==> src/rtl/comp_pkg.sv <==
// Shared definitions for the sequential magnitude comparator.
//   state_t      : controller states (IDLE, COMPARE, DONE)
//   RES_*        : result encoding, one-hot in {C1, C2, C3} order
//   num_chunks() : number of CHUNK-bit slices in a WIDTH-bit operand
package comp_pkg;

   typedef enum logic [1:0] {
      IDLE    = 2'd0,
      COMPARE = 2'd1,
      DONE    = 2'd2
   } state_t;

   localparam logic [2:0] RES_NONE = 3'b000;
   localparam logic [2:0] RES_GT   = 3'b100;
   localparam logic [2:0] RES_EQ   = 3'b010;
   localparam logic [2:0] RES_LT   = 3'b001;

   function automatic int num_chunks(input int width, input int chunk);
      return width / chunk;
   endfunction

endpackage

==> src/rtl/chunk_cmp.sv <==
// Combinational unsigned compare of one CHUNK-bit slice.
// Ports:
//   a, b : slice operands
//   gt   : a > b
//   lt   : a < b
module chunk_cmp #(
   parameter int CHUNK = 4
) (
   input  logic [CHUNK-1:0] a,
   input  logic [CHUNK-1:0] b,
   output logic             gt,
   output logic             lt
);

   assign gt = (a > b);
   assign lt = (a < b);

endmodule

==> src/rtl/seq_mag_comp.sv <==
// Multi-cycle magnitude comparator: compares A and B CHUNK bits per cycle,
// most-significant chunk first, signed or unsigned.
// Ports:
//   clk, rst          : clock, synchronous active-high reset
//   start             : request a compare (accepted only in IDLE)
//   A, B, signed_mode : operands and mode, captured on accepted start
//   busy              : high in COMPARE and DONE
//   done              : one-cycle pulse when C1/C2/C3 are valid
//   C1 / C2 / C3      : A > B / A == B / A < B (held until next start)
// Build option: define SEQ_MAG_COMP_EARLY_EXIT_EN to leave COMPARE on the
// first differing chunk; otherwise every chunk is scanned (fixed latency).
//
// state   | meaning
// IDLE    | waiting for start, previous result held on C1/C2/C3
// COMPARE | one chunk compared per cycle, index counting down
// DONE    | result valid, done pulse
module seq_mag_comp
   import comp_pkg::*;
#(
   parameter int WIDTH = 16,
   parameter int CHUNK = 4
) (
   input  logic             clk,
   input  logic             rst,
   input  logic             start,
   input  logic [WIDTH-1:0] A,
   input  logic [WIDTH-1:0] B,
   input  logic             signed_mode,
   output logic             busy,
   output logic             done,
   output logic             C1,
   output logic             C2,
   output logic             C3
);

   localparam int NC    = num_chunks(WIDTH, CHUNK);
   localparam int IDX_W = (NC > 1) ? $clog2(NC) : 1;
   localparam logic [IDX_W-1:0] IDX_TOP = IDX_W'(NC - 1);

   state_t             state_q, state_d;
   logic [WIDTH-1:0]   a_q, a_d, b_q, b_d;
   logic               sm_q, sm_d;
   logic [IDX_W-1:0]   idx_q, idx_d;
   logic [2:0]         dec_q, dec_d;
   logic [2:0]         res_q, res_d;

   logic [CHUNK-1:0]   a_chunk, b_chunk, a_cmp, b_cmp;
   logic               chunk_gt, chunk_lt;
   logic [2:0]         cur_dec;
   logic               exit_cmp;

   always_comb begin
      a_chunk = '0;
      b_chunk = '0;
      for (int i = 0; i < NC; i++) begin
         if (idx_q == IDX_W'(i)) begin
            a_chunk = a_q[i*CHUNK +: CHUNK];
            b_chunk = b_q[i*CHUNK +: CHUNK];
         end
      end
      // Flipping the sign bit maps two's-complement order onto unsigned order.
      a_cmp = a_chunk;
      b_cmp = b_chunk;
      if (sm_q && (idx_q == IDX_TOP)) begin
         a_cmp[CHUNK-1] = ~a_chunk[CHUNK-1];
         b_cmp[CHUNK-1] = ~b_chunk[CHUNK-1];
      end
   end

   chunk_cmp #(.CHUNK(CHUNK)) u_chunk_cmp (
      .a  (a_cmp),
      .b  (b_cmp),
      .gt (chunk_gt),
      .lt (chunk_lt)
   );

   // A recorded decision is sticky; later chunks cannot override it.
   always_comb begin
      if (dec_q != RES_NONE)   cur_dec = dec_q;
      else if (chunk_gt)       cur_dec = RES_GT;
      else if (chunk_lt)       cur_dec = RES_LT;
      else if (idx_q == '0)    cur_dec = RES_EQ;
      else                     cur_dec = RES_NONE;
   end

`ifdef SEQ_MAG_COMP_EARLY_EXIT_EN
   assign exit_cmp = (cur_dec != RES_NONE);
`else
   assign exit_cmp = (idx_q == '0);
`endif

   always_ff @(posedge clk) begin
      if (rst) begin
         state_q <= IDLE;
         a_q     <= '0;
         b_q     <= '0;
         sm_q    <= 1'b0;
         idx_q   <= '0;
         dec_q   <= RES_NONE;
         res_q   <= RES_NONE;
      end else begin
         state_q <= state_d;
         a_q     <= a_d;
         b_q     <= b_d;
         sm_q    <= sm_d;
         idx_q   <= idx_d;
         dec_q   <= dec_d;
         res_q   <= res_d;
      end
   end

   always_comb begin
      state_d = state_q;
      a_d     = a_q;
      b_d     = b_q;
      sm_d    = sm_q;
      idx_d   = idx_q;
      dec_d   = dec_q;
      res_d   = res_q;
      case (state_q)
         IDLE: begin
            if (start) begin
               a_d     = A;
               b_d     = B;
               sm_d    = signed_mode;
               idx_d   = IDX_TOP;
               dec_d   = RES_NONE;
               res_d   = RES_NONE;
               state_d = COMPARE;
            end
         end
         COMPARE: begin
            dec_d = cur_dec;
            if (idx_q != '0) idx_d = idx_q - IDX_W'(1);
            if (exit_cmp) begin
               res_d   = cur_dec;
               state_d = DONE;
            end
         end
         DONE:    state_d = IDLE;
         default: state_d = IDLE;
      endcase
   end

   always_comb begin
      busy = (state_q != IDLE);
      done = (state_q == DONE);
   end

   assign C1 = res_q[2];
   assign C2 = res_q[1];
   assign C3 = res_q[0];

endmodule

==> config.mk <==
export PLATFORM = sky130hd
export DESIGN_NAME = seq_mag_comp
export DESIGN_NICKNAME = d
export VERILOG_FILES = /design/src/rtl/comp_pkg.sv /design/src/rtl/chunk_cmp.sv /design/src/rtl/seq_mag_comp.sv
export SDC_FILE = /design/constraint.sdc
export NUM_CORES = 1
export LEC_CHECK = 0
export ABC_CLOCK_PERIOD_IN_PS = 6500
export CAP_MARGIN = 20
export CORE_ASPECT_RATIO = 0.75
export CORE_MARGIN = 8
export CORE_UTILIZATION = 54
export DETAILED_ROUTE_END_ITERATION = 7
export PLACE_DENSITY = 0.91
export SETUP_SLACK_MARGIN = 0.4
export SLEW_MARGIN = 40
export SYNTH_ARGS = -nofsm -noshare
export SYNTH_HDL_FRONTEND = slang
export SYNTH_SLANG_ARGS = --single-unit
==> constraint.sdc <==
create_clock -name clk -period 6.5 [get_ports clk]
set_input_delay 1.95 -clock clk [delete_from_list [all_inputs] [get_ports clk]]
set_output_delay 1.95 -clock clk [all_outputs]
set_load 0.05 [all_outputs]
==> Word-level counts from Yosys, hierarchy flattened <==
Cells that the tools add are included.
{ "totals": {"output_inout_bits": 5, "inputBits": 36, "elab_cells": 56, "ff_bits": 43} }
{ "classes": {"mux": 24, "eq_ne": 8, "order_cmp": 2, "reduce_logical": 12, "add_sub_neg": 1, "bitwise_logic": 2} }
{ "ops": {"columns": ["operator", "count"], "rows": [
  ["4-bit 2-to-1 mux", 8],
  ["2-bit 2-to-1 mux", 6],
  ["3-bit 2-to-1 mux", 4],
  ["3-bit one-hot mux with 2 select lines", 2],
  ["2-bit one-hot mux with 2 select lines", 2],
  ["2-bit == test (second input constant)", 3],
  ["2-bit inequality test (second input constant)", 3],
  ["2-bit AND reduction", 3],
  ["3-bit AND reduction", 2],
  ["2-bit nonzero test", 3],
  ["2-bit by 1-bit == test with 1-bit output (second input constant)", 2],
  ["4-bit greater-than comparator", 1],
  ["2-bit zero test", 2],
  ["4-bit < comparator", 1],
  ["3-bit nonzero test", 1],
  ["1-bit 2-to-1 mux", 2],
  ["1-bit inverter", 2],
  ["2-bit by 1-bit subtractor with 2-bit output (second input constant)", 1],
  ["1-bit logical AND", 1]
]} }

==> Depth between registers and ports, before layout <==
{ "logic_depth": {"word_depth": 13, "ltp_mapped": 12, "depth_no_buf": 11} }

==> By module <==
From an unflattened synthesis, not the netlist that was laid out.
{ "unflattened": {"hier_cells": 265, "hier_area_um2": 2029.4} }
{ "modules_own_cells": {"columns": ["mod", "cells_per_inst", "instances", "area_per_inst_um2", "seq_area_each_um2"], "rows": [
  ["seq_mag_comp", 250, 1, 1915.6, 860.8],
  ["chunk_cmp", 15, 1, 113.9, 0.0]
]} }

==> Least setup slack after synthesis <==
No wires, ideal clock.
{ "synth_timing": {"kind": "register -> output", "startpoint": "reg state_q[1]", "endpoint": "out done", "path_buffers": 0, "path_stages_with_launch": 3, "t_required_ps": 4550, "setup_slack_ps": 3411, "t_arrival_ps": 1139, "path_cell_list": "dfxtp_1 -> inv_1 -> nor2_1"} }
{ "synth_via": {"elab_chain_len": 1} }
{ "synth_lines": {"columns": ["element", "line_no", "text"], "rows": [
  ["start, declared", "seq_mag_comp.sv:40", "state_t state_q, state_d;"],
  ["start signal, assigned", "seq_mag_comp.sv:102", "state_q <= state_d;"],
  ["2-bit == test", "seq_mag_comp.sv:147", "done = (state_q == DONE);"],
  ["end, declared", "seq_mag_comp.sv:30", "output logic done,"]
]} }
No other way between the ends.

==> Worst setup path after layout <==
Same ends and word-level chain as after synthesis.

==> results.md <==
- Status: completed
- Clk root buf: clkbuf_8
- Syn nets: 301
- Slew margin rel.: 60.6%
- Max-cap viol count: 0
- Leakage: 0.958 nW
- Via density: 5.30
- NumNets Final: 335
- Cts bufs inserted: 5
- Sequential share of the synthesized area: 43.6%
- Share of post-route cells with drive strength above 1: 5.48%
- Initial cell density of the core: 55.0%
- Total GRT Usage: 17.5%
- Vias in the first global route: 1830
- # clock sinks: 43
- Number of buffers added for setup after CTS: 0
- Post-synth top area share: 43.6%
- Post-layout worst setup margin: 2.77 ns
- 1st-iter DRT viols: 112
- Top Ports: 41
- Wire per inst: 14.1 um
- Multi-input logic area: 1010 um^2
- Hold-fix buffers at CTS: 0
- Fin util: 70.5%
- Pwr per Cell Area: 278 nW/um^2
- Die area: 5870 um^2
- Worst R2R End: dec_q[2]$_SDFFE_PP0P_
- # fillers: 294
- Worst-margin pin slew: 0.589 ns
- CTS tree: done
- FF-to-FF setup slack: 3.68 ns
- Fmax achieved: 268 MHz
- Reg2Reg Depth: 11
- Width of the die: 85.8 um
- Ant. Diodes: 0
- Number of I/O port buffers: 40
- WS Path Type: reg2out
- Synth Cell Area: 1980 um^2
- Synth area leaders: dfxtp_1, nand2_1, a21oi_1, ha_1, o21ai_0
- CP max FO: 5
- ANT nets after route: 0
- Final hold vios: 0
- Die height: 68.4 um
- Hold_sp: b_q[2]$_SDFFE_PP0P_
- Grt total ovfl: 0
- DRC errors left: 0
- Post_cts resized: 0
- Drt total wl: 4860 um
- Avg Inst Size Synth: 7.69 um^2
- Dpl ws: 2.81 ns
- Hold Crit Class: reg2reg
- Reg area: 861 um^2
- Post-synthesis register bit count: 43
- Synth cell types: 30
- Warnings from Yosys: 0
- Area grow syn2layout: 28.1%
- Final Skew: 0.0108 ns
- Clk_lat worst skew: 0.30 ns
- Core area: 3590 um^2
- Final Power: 0.702 mW
- Clock buffer depth: 2
- Hold Path Stages: 2
- Setup violators final: 0
- RSZ-0062 raised after global routing: no
- GPL Wtd Cong: 0.821
- Final HPWL DP: 3490 um
- Via count: 1822
- RR Startpoint: idx_q[1]$_SDFFE_PP0P_
- Fin crit period: 3.73 ns
- Largest net degree at the start of global routing: 40
- Commonest non-fill, non-tap cell in the layout: nand2_1
- Post-Syn Instances: 257
- Rows: 19
- 1st-pass router iterations: 4
- CP Data Arrival Time: 1.78 ns
- Most frequent cells in the layout: nand2_1, a21oi_1, dfxtp_1
- Critical Path RT: 4.55 ns
- Max rail drop VDD: 193 uV
- Pins Over Slew Limit: 0
- Tcrit/Tclk final: 57.3%
- Critical path capture point type: output port
- Worst Setup Start Kind: flip-flop
- Setup TNS: 0 ns
- H-tree level count: 2
- Worst Hold End: b_q[2]$_SDFFE_PP0P_
- Biggest area consumer among synthesized cells: dfxtp_1
- Initial antenna violation count: 0
- CTS clk-pin slew, worst paths: 0.08 ns
- First-pass GRT wire length: 8070 um
power by group:
group / internal, mW / switching, mW / total, mW
clock network: 0.154 / 0.0935 / 0.247
registers: 0.284 / 0.0148 / 0.298
logic: 0.0669 / 0.0896 / 0.157
synth_stat cells:
master / number
a21oi_1: 52
dfxtp_1: 43
nor3b_1: 2
buf_2: 7
nor2_1: 6
o211ai_1: 1
xor2_1: 2
nor3_1: 1
nand3b_1: 4
nor3b_2: 1
nor3b_4: 1
ha_1: 8
a31o_1: 2
buf_1: 2
a211oi_1: 1
clkbuf_1: 6
inv_1: 8
o21ai_0: 8
and2_1: 1
a22oi_1: 5
nand4_1: 3
nor2b_1: 3
a221oi_1: 1
a22o_1: 2
buf_6: 1
a32o_1: 1
mux2_2: 1
nand2_1: 82
a31o_2: 1
and2_4: 1
logic make-up (layout without fill, tap and decap cells):
kind of cell / Yosys count / in the layout / synth area share (%)
fa+ha+maj: 8 / 8 / 5.07
flops: 43 / 43 / 43.6
mux: 1 / 1 / 0.570
simple gates: 105 / 105 / 23.5
xor+xnor: 2 / 2 / 0.887
compound gates: 74 / 74 / 21.0
buf+inv: 24 / 59 / 5.38
layer usage:
layer / GRT usage, % / part of all wire [%] / vias to the layer above / routed length [um]
met5: 0 / 0 / - / 0
met1: 19.6 / 44 / 815 / 2150
li1: - / - / 931 / -
met3: 6.12 / 7.1 / 15 / 344
met2: 29.0 / 46 / 61 / 2220
met4: 10.2 / 2.8 / 0 / 138
layout make-up:
class | instances | share of cell area [%]
Inverter | 8 | 1.19
Tap cell | 52 | 2.57
Multi-Input combinational cell | 190 | 40.0
Timing Repair Buffer | 43 | 17.0
Sequential cell | 43 | 34.0
Clock inverter | 2 | 2.37
Clock buffer | 6 | 2.87
state kept, by name, indices dropped and copies added, names as in the netlist:
register  cells
a_q          16
dec_q         3
idx_q         2
res_q         3
state_q       2
b_q          16
sm_q          1
worst max-delay path by stage:
stage	from	endpoint	cells past startpoint
3_3_place_gp	start	dec_q[1]$_SDFFE_PP0P_	5
4_1_cts	state_q[1]$_SDFFE_PP0P_	done	3
5_1_grt	state_q[1]$_SDFFE_PP0P_	done	3
6_report	state_q[1]$_SDFFE_PP0P_	done	3
3_5_place_dp	start	idx_q[1]$_SDFFE_PP0P_	5
2_1_floorplan	state_q[1]$_SDFFE_PP0P_	done	2
through the flow:
step                instance area (um^2)  instances  hold slack, ns
floorplan                           1980        257           0.436
global placement                    2370        334           0.443
detailed placement                  2400        336           0.447
CTS                                 2530        344           0.459
global route                        2530        344           0.476
finish                              2530        344           0.458
worst max-delay path, stage by stage (launching register included):
cell and delay [ns]:
dfxtp_1 0.48, inv_1 0.10, nor2_1 0.09, clkdlybuf4s50_1 0.80
No activity file was read; power rests on OpenSTA's default activity.
